## config.mk

```make
export PLATFORM = sky130hd
export DESIGN_NAME = logic_pipe_unit
export DESIGN_NICKNAME = d
export VERILOG_FILES = /design/src/rtl/logic_pipe_unit.sv
export SDC_FILE = /design/constraint.sdc
export NUM_CORES = 1
export LEC_CHECK = 0
export ABC_CLOCK_PERIOD_IN_PS = 8000
export CAP_MARGIN = 20
export CORE_MARGIN = 4
export CORE_UTILIZATION = 52
export DETAILED_ROUTE_END_ITERATION = 16
export GPL_ROUTABILITY_DRIVEN = 0
export PLACE_DENSITY = 0.74
export SYNTH_ARGS = -nofsm -noshare
export SYNTH_HDL_FRONTEND = slang
export SYNTH_SLANG_ARGS = --single-unit
```

## constraint.sdc

```tcl
create_clock -name clk -period 8 [get_ports clk]
set_clock_uncertainty 0.15 [all_clocks]
set_input_delay 1.6 -clock clk [delete_from_list [all_inputs] [get_ports clk]]
set_output_delay 1.6 -clock clk [all_outputs]
set_load 0.01 [all_outputs]
```

## src/rtl/logic_pipe_unit.sv

```systemverilog
// -----------------------------------------------------------------------------
// logic_pipe_unit
//   Two-stage pipelined bitwise logic unit with a valid/ready handshake on
//   both sides. S1 registers the incoming operands. S2 computes one of eight
//   bitwise operations and registers the result together with an equality
//   flag and a zero flag. In accumulate mode, operand b is replaced by the
//   previous result.
//
//   Optional feature: define LOGIC_PIPE_UNIT_PARITY_EN to add out_parity,
//   which is the registered even parity (^) of out_data.
//
// Ports
//   clk        rising-edge clock
//   rst        synchronous active-high reset
//   in_valid   operand transaction offered
//   in_ready   unit can accept a transaction this cycle (combinational)
//   in_a       operand a
//   in_b       operand b
//   in_op      operation select (see op_e)
//   in_acc     1 = use the accumulator in place of in_b
//   acc_clr    clear the accumulator (synchronous)
//   out_valid  result valid
//   out_ready  consumer accepts the result
//   out_data   result
//   out_eq     in_a == in_b for this transaction (raw in_b)
//   out_zero   out_data == 0
//   out_parity ^out_data (only with LOGIC_PIPE_UNIT_PARITY_EN)
// -----------------------------------------------------------------------------
module logic_pipe_unit #(
    parameter int unsigned WIDTH = 8
) (
    input  logic             clk,
    input  logic             rst,
    input  logic             in_valid,
    output logic             in_ready,
    input  logic [WIDTH-1:0] in_a,
    input  logic [WIDTH-1:0] in_b,
    input  logic [2:0]       in_op,
    input  logic             in_acc,
    input  logic             acc_clr,
    output logic             out_valid,
    input  logic             out_ready,
    output logic [WIDTH-1:0] out_data,
    output logic             out_eq,
    output logic             out_zero
`ifdef LOGIC_PIPE_UNIT_PARITY_EN
    ,
    output logic             out_parity
`endif
);

    typedef enum logic [2:0] {
        OP_AND  = 3'b000,
        OP_OR   = 3'b001,
        OP_XOR  = 3'b010,
        OP_XNOR = 3'b011,
        OP_NAND = 3'b100,
        OP_NOR  = 3'b101,
        OP_NOTA = 3'b110,
        OP_PASS = 3'b111
    } op_e;

    // S1 state
    logic             v1_q;
    logic [WIDTH-1:0] a1_q;
    logic [WIDTH-1:0] b1_q;
    op_e              op1_q;
    logic             acc1_q;

    // S2 state (drives the outputs directly)
    logic             v2_q;
    logic [WIDTH-1:0] data_q;
    logic             eq_q;
    logic             zero_q;

    logic [WIDTH-1:0] acc_q;

    logic             s1_adv;
    logic             s2_adv;
    logic             s2_cap;
    logic [WIDTH-1:0] acc_opnd;
    logic [WIDTH-1:0] b_eff;
    logic [WIDTH-1:0] result_d;

    // A stage may advance when it is empty or its successor is moving.
    assign s2_adv   = !v2_q || out_ready;
    assign s1_adv   = !v1_q || s2_adv;
    assign s2_cap   = s2_adv && v1_q;
    assign in_ready = s1_adv;

    // A clear in the same cycle as a capture must apply to that capture's
    // operand. Otherwise, the captured result would still see the old value.
    assign acc_opnd = acc_clr ? '0 : acc_q;
    assign b_eff    = acc1_q ? acc_opnd : b1_q;

    // NOTE: every output of a combinational block gets a default first; a path
    // that leaves it unassigned would infer a latch.
    always_comb begin
        result_d = a1_q;
        unique case (op1_q)
            OP_AND:  result_d = a1_q & b_eff;
            OP_OR:   result_d = a1_q | b_eff;
            OP_XOR:  result_d = a1_q ^ b_eff;
            OP_XNOR: result_d = ~(a1_q ^ b_eff);
            OP_NAND: result_d = ~(a1_q & b_eff);
            OP_NOR:  result_d = ~(a1_q | b_eff);
            OP_NOTA: result_d = ~a1_q;
            OP_PASS: result_d = a1_q;
            default: result_d = a1_q;
        endcase
    end

    // NOTE: sequential state uses non-blocking assignments so that every
    // register samples pre-edge values regardless of statement order.
    always_ff @(posedge clk) begin
        if (rst) begin
            v1_q   <= 1'b0;
            a1_q   <= '0;
            b1_q   <= '0;
            op1_q  <= OP_AND;
            acc1_q <= 1'b0;
        end else if (s1_adv) begin
            v1_q <= in_valid;
            // Payload is only loaded for real transactions, so idle inputs
            // never disturb the held fields.
            if (in_valid) begin
                a1_q   <= in_a;
                b1_q   <= in_b;
                op1_q  <= op_e'(in_op);
                acc1_q <= in_acc;
            end
        end
    end

    always_ff @(posedge clk) begin
        if (rst) begin
            v2_q   <= 1'b0;
            data_q <= '0;
            eq_q   <= 1'b0;
            zero_q <= 1'b0;
        end else if (s2_adv) begin
            v2_q <= v1_q;
            if (v1_q) begin
                data_q <= result_d;
                eq_q   <= &(~(a1_q ^ b1_q));
                zero_q <= ~|result_d;
            end
        end
    end

    // A capture always reloads the accumulator. This lets back-to-back
    // accumulate transactions chain without a bubble.
    always_ff @(posedge clk) begin
        if (rst) begin
            acc_q <= '0;
        end else if (s2_cap) begin
            acc_q <= result_d;
        end else if (acc_clr) begin
            acc_q <= '0;
        end
    end

`ifdef LOGIC_PIPE_UNIT_PARITY_EN
    logic parity_q;

    always_ff @(posedge clk) begin
        if (rst) begin
            parity_q <= 1'b0;
        end else if (s2_cap) begin
            parity_q <= ^result_d;
        end
    end

    assign out_parity = parity_q;
`endif

    assign out_valid = v2_q;
    assign out_data  = data_q;
    assign out_eq    = eq_q;
    assign out_zero  = zero_q;

endmodule

```

==> reports/metrics.cfg, run 1 <==
[power_and_ir_drop]
p_sw_mw = 0.1278
combPwrFrac_pct = 21.2
p_total_mw = 0.4481
power.leakage_nw = 1.153
p_per_area_nw_per_um2 = 154.7
ir_worst_vdd_v = 0.0001265
p_sw_share_pct = 28.52
pwr-share-clk_pct = 28.6
pwr-share-seq_pct = 50.3
p_int_mw = 0.3203

[clock_network]
cts_root_buffer = clkbuf_8
cts_tree = built
clk_pin_slew_ns = 0.08
clk_latency_ns = 0.30
cts_setup_buffers = 0
cts_buffers = 5
cts_hold_buffers = 0
cts-htree-levels = 2
clock-sinks = 40
post_cts_resized = 0
clock_path_buffers = 2

[place]
dpl_cell_area_um2 = 2815
port-buffer-count = 36
dp_hpwl_um = 4109
dp_cells = 374
place_worst_setup_slack_ns = 3.454

[synthesis]
synth_enable_flop_cells = 0
synth.most_common_cell = nand2_1
synth_area_leaders = dfxtp_1 32%, nand2_1 8.2%, ha_1 8.1%
synthTopCellsByCount = 54 x nand2_1, 40 x dfxtp_1, 35 x a21oi_1, 20 x inv_1, 16 x ha_1
synth_ff_type = dfxtp_1
mappedNetlistNets = 343
yosysSeqAreaShare_pct = 32.36
synth_top_cell_by_area = dfxtp_1
syn_inst = 302
synth_area_per_cell_um2 = 8.195
syn_area_um2 = 2475
synth_cell_type_count = 41
yosys_warnings = 0
synth_seq_cells = 40
async_flop_share_pct = 0
synth_top_cell_area_share_pct = 32.36

[global_routing]
grt_pass1_vias = 2005
grt_max_degree = 26
grt_use_total_pct = 19.49
antenna_found_initial = 0
overflow = 0
grt_pass1_wl_um = 9252

[floorplanning]
core-area_um2 = 4474
die_area_um2 = 5927
boundaryPins = 37
fp.dieW_um = 76.99
fp-row-count = 24
initial_core_util_pct = 55.31
dieHeight_um = 76.99

[cells_and_area]
n_antenna_cell = 0
fillers = 405
area_delta_synth_final_pct = 17.04
post-route-util_pct = 64.74
design_area_um2 = 2897
drive_above_1_share_pct = 7.599
nNetsFinal = 370
final-instance-count-excl-fill = 381
multi_input_area_um2 = 1499
seq_area_um2 = 800.8

[min_path]
hold_path_class = register to register
min-delay-start = out_data[4]

[critical_path]
critPathArrivalTime_ns = 2.81
crit_start = out_ready
crit_required_ns = 6.25
path_cells = clkdlybuf4s50_1 > nor2b_1 > nand2_1 > clkdlybuf4s50_1
crit-reg2reg-launch = acc1_q
critPathMostFrequentCell = clkdlybuf4s50_1
critPathMaxFanout = 3
crit_type = primary input to output pin
critPathCaptureType = output pin
worst_path_largest_cell_delay_ns = 0.49
crit_family = buffers and inverters
start_kind = primary input
worst-path-buf-inv = 2
cp_slowest_cell = clkdlybuf4s50_1

[route]
vias = 2108
via_per_inst = 5.533
finalWirelength_um = 5406
routedWlPerCell_um = 14.19
drt_iter0_markers = 131
detail-route-antenna-nets = 0
drc = 0
first_pass_iters = 4

[sta]
worst_slack_ns = 3.440
max_slew_margin_pct = 39.19
finalSetupViolCount = 0
rsz0062_at_grt = no
period_share_pct = 57.00
tightest_slew_ns = 0.9109
drv_slew = 0
hold_viol = 0
min_period_ns = 4.560
max_clock_freq_mhz = 219.3
finalSetupTns_ns = 0
holdWs_ns = 0.3077

[job]
maxCapViolCount = 0

[status]
status = finished, final reports clean

## worst min-delay path: cells and delay by family (launching register included)
kind               cells  cell delay (ns)
AOI/OAI and AO/OA      1             0.05
DFF                    1             0.31
and+or+nand+nor        1             0.05
## routing by layer
metal	share of wire, %	GRT usage, %	wire, µm	vias up
met5	0	0	0	-
met3	5.0	4.918	272	15
li1	-	-	-	1083
met2	46	31.36	2483	55
met1	46	24.40	2496	955
met4	2.8	9.075	153	0
## power by group through the flow
stage	Combinational [mW]	Clock (mW)	Sequential, mW
after detailed placement	0.0949	0	0.230
after global placement	0.0925	0	0.230
after global routing	0.106	0.142	0.228
after floorplan	0.0676	0	0.224
after CTS	0.0954	0.132	0.225
final	0.0948	0.128	0.225
## flip-flops by register name, indices dropped and copies added, names as in the netlist
signal	count
acc_q	8
op1_q	3
a1_q	8
v1_q	1
out_zero	1
acc1_q	1
out_valid	1
b1_q	8
out_eq	1
out_data	8
## kinds of logic (layout without fill, tap and decap cells)
| group | count (synthesis) | in the layout | synth area share (%) |
|---|---|---|---|
| buf+inv | 38 | 65 | 7.078 |
| simple gates | 109 | 109 | 21.49 |
| fa+ha+maj | 16 | 16 | 8.089 |
| mux | 23 | 23 | 10.92 |
| xor+xnor | 10 | 10 | 3.539 |
| flops | 40 | 40 | 32.36 |
| compound gates | 66 | 66 | 16.53 |
## cell usage in the layout (no fill, tap or decap), drive strengths merged, types with 3 or more instances in the layout
| master | instances |
|---|---|
| nand3 | 4 |
| dfxtp | 40 |
| o21ai | 4 |
| clkbuf | 5 |
| o22ai | 4 |
| a21oi | 35 |
| a211oi | 5 |
| clkdlybuf4s50 | 36 |
| inv | 20 |
| mux2i | 9 |
| nor2 | 11 |
| nand2b | 10 |
| and3 | 3 |
| a22oi | 3 |
| nor2b | 14 |
| nand2 | 54 |
| mux2 | 12 |
| ha | 16 |
| xor2 | 8 |
| o21a | 8 |
## layout make-up
cell class / instances / share of cell area, %
multi-input cells: 224 / 51.75
flip-flops and latches: 40 / 27.65
repair buffers: 38 / 12.96
inverters: 20 / 2.592
clock buffers: 5 / 2.376
well taps: 52 / 2.246
clock inverters: 2 / 0.4320
## worst paths after layout
kind	endpoint	slack (ns)	cells after the start
setup / recovery	in_ready	3.44	4
hold / removal	out_data[4]	0.31	2
setup reg to reg	out_zero	5.26	7
hold reg to reg	out_data[4]	0.31	2
No activity file was read; power rests on OpenSTA's default activity.
==> inputs of run 2 (changes only) <==
--- a/config.mk
+++ b/config.mk
@@ -5,7 +5,7 @@
 export SDC_FILE = /design/constraint.sdc
 export NUM_CORES = 1
 export LEC_CHECK = 0
-export ABC_CLOCK_PERIOD_IN_PS = 8000
+export ABC_CLOCK_PERIOD_IN_PS = 4300
 export CAP_MARGIN = 20
 export CORE_MARGIN = 4
 export CORE_UTILIZATION = 52
==> constraint.sdc (replaced) <==
create_clock -name clk -period 4.3 [get_ports clk]
set_clock_uncertainty 0.15 [all_clocks]
set_input_delay 0.86 -clock clk [delete_from_list [all_inputs] [get_ports clk]]
set_output_delay 0.86 -clock clk [all_outputs]
set_load 0.01 [all_outputs]
==> run 2 against run 1 <==
Compared with the run above:
- setup slack lost 2.4 ns
- utilization grew 0.084 points
- cell area grew 0.13%
- via count grew 1.0%
- worst hold slack gained 0.0025 ns
- sequential power grew 87%
- count of clock-buffer cells in the layout grew 2
- global-route usage grew 0.59 points
- sequential cell count is the same
- wire length grew 5.1%
==> reports/metrics.cfg, run 2 (synthesis gave the netlist of run 1 again) <==
[critical_path]
start_kind = primary input
path_cells = clkdlybuf4s50_1 > nor2b_1 > mux2_2 > inv_1 > ha_1 > mux2_2 > mux4_2 > and4_1 > a31o_1
worst-path-buf-inv = 2
cp_slowest_cell = clkdlybuf4s50_1
critPathArrivalTime_ns = 3.34
crit_family = multiplexers
reg2regPathDepth = 7
r2r-end = out_zero
worst-r2r-setup-slack_ns = 1.62
crit_required_ns = 4.35
critPathCaptureType = register
crit-reg2reg-launch = acc1_q
crit_type = primary input to register
critPathMaxFanout = 8
worst_path_largest_cell_delay_ns = 0.65
critPathMostFrequentCell = mux2_2

[route]
first_pass_iters = 4
drt_iter0_markers = 146
drc = 0
routedWlPerCell_um = 14.88
vias = 2129
drt-met1-wl_um = 2537
detail-route-antenna-nets = 0
via_per_inst = 5.573
finalWirelength_um = 5683
maxUsedRoutingLayer = met4
met2_length_um = 2731
wl_met3_um = 297

[clock_network]
cts_tree = built
clk_pin_slew_ns = 0.09
clock-sinks = 40
cts_root_buffer = clkbuf_8
clock_path_buffers = 2
cts-htree-levels = 2
post_cts_resized = 0
cts_buffers = 5
clk_latency_ns = 0.29
cts_setup_buffers = 0
cts_hold_buffers = 0

[cells_and_area]
n_antenna_cell = 0
layout_common_cells = 54 x nand2_1, 40 x dfxtp_1, 36 x clkdlybuf4s50_1
area_delta_synth_final_pct = 17.19
multi_input_area_um2 = 1499
nNetsFinal = 370
drive_above_1_share_pct = 7.273
fillers = 410
final-instance-count-excl-fill = 382
final_common_cell = nand2_1
seq_area_um2 = 800.8

[min_path]
holdPathStages = 2
min_to = out_eq
hold_path_class = register to register
min-delay-start = out_eq

[place]
place_worst_setup_slack_ns = 0.6841
port-buffer-count = 36
dp_hpwl_um = 4258
dp_cells = 374

[sta]
period_share_pct = 76.52
finalSetupViolCount = 0
tightest_slew_ns = 0.9727
worst_slack_ns = 1.010
drv_slew = 0
max_clock_freq_mhz = 303.9
max_slew_margin_pct = 35.07
min_period_ns = 3.290
finalSetupTns_ns = 0
rsz0062_at_grt = no
hold_viol = 0

[floorplanning]
dieHeight_um = 76.99
core-area_um2 = 4474
initial_core_util_pct = 55.31
fp.dieW_um = 76.99
boundaryPins = 37
fp-row-count = 24
die_area_um2 = 5927

[global_routing]
grt_max_degree = 26
grt_use_total_pct = 20.08
antenna_found_initial = 0
grt_pass1_vias = 2018
overflow = 0
grt_pass1_wl_um = 9584

[power_and_ir_drop]
ir_worst_vdd_v = 0.0002114
power.leakage_nw = 1.155
p_total_mw = 0.8465
p_per_area_nw_per_um2 = 291.9

[job]
maxCapViolCount = 0

[status]
status = finished, final reports clean

-- run 2: cell count changes in the layout (fill, tap and decap cells not counted) --
cell and delta:
clkbuf_1 +2, clkinv_2 -1, clkinv_4 +1, clkinvlp_4 -1
-- run 2: worst min-delay path: cells and delay by family, from the launching register on --
| kind | cells | cell delay (ns) |
|---|---|---|
| AND/OR/NAND/NOR | 1 | 0.05 |
| AO/OA/AOI/OAI | 1 | 0.05 |
| flip-flops | 1 | 0.32 |
-- run 2: how the worst max path moves through the flow --
| stage | from | end | cells past startpoint |
|---|---|---|---|
| after floorplan | acc_clr | out_zero | 8 |
| after global placement | acc_clr | out_zero | 9 |
| after detailed placement | acc_clr | out_zero | 9 |
| after CTS | acc_clr | out_zero | 9 |
| after global routing | acc_clr | out_data[5] | 9 |
| final | acc_clr | out_zero | 9 |
-- run 2: report_power, final --
group	switching [mW]	internal, mW
Combinational	0.0828	0.0945
Sequential	0.0282	0.392
Clock	0.133	0.116
Total	0.244	0.602
-- run 2: layer usage --
layer	vias to the layer above	GRT usage [%]
li1	1083	-
met1	984	24.06
met2	52	34.76
met3	10	5.035
met4	0	7.117
met5	-	0
-- run 2: final cells by class --
type / instances / area share (%)
Sequential cell: 40 / 27.61
Inverter: 20 / 2.588
Multi-Input combinational cell: 224 / 51.68
Timing Repair Buffer: 38 / 12.94
Clock inverter: 1 / 0.3020
Clock buffer: 7 / 2.632
Tap cell: 52 / 2.243
-- run 2: through the flow --
step	hold WS, ns	area [µm²]	util (%)
2_1_floorplan	0.3086	2475	-
3_3_place_gp	0.2960	2815	62.92
3_5_place_dp	0.2990	2815	62.92
4_1_cts	0.3100	2900	64.82
5_1_grt	0.3330	2900	64.82
6_report	0.3102	2900	64.82
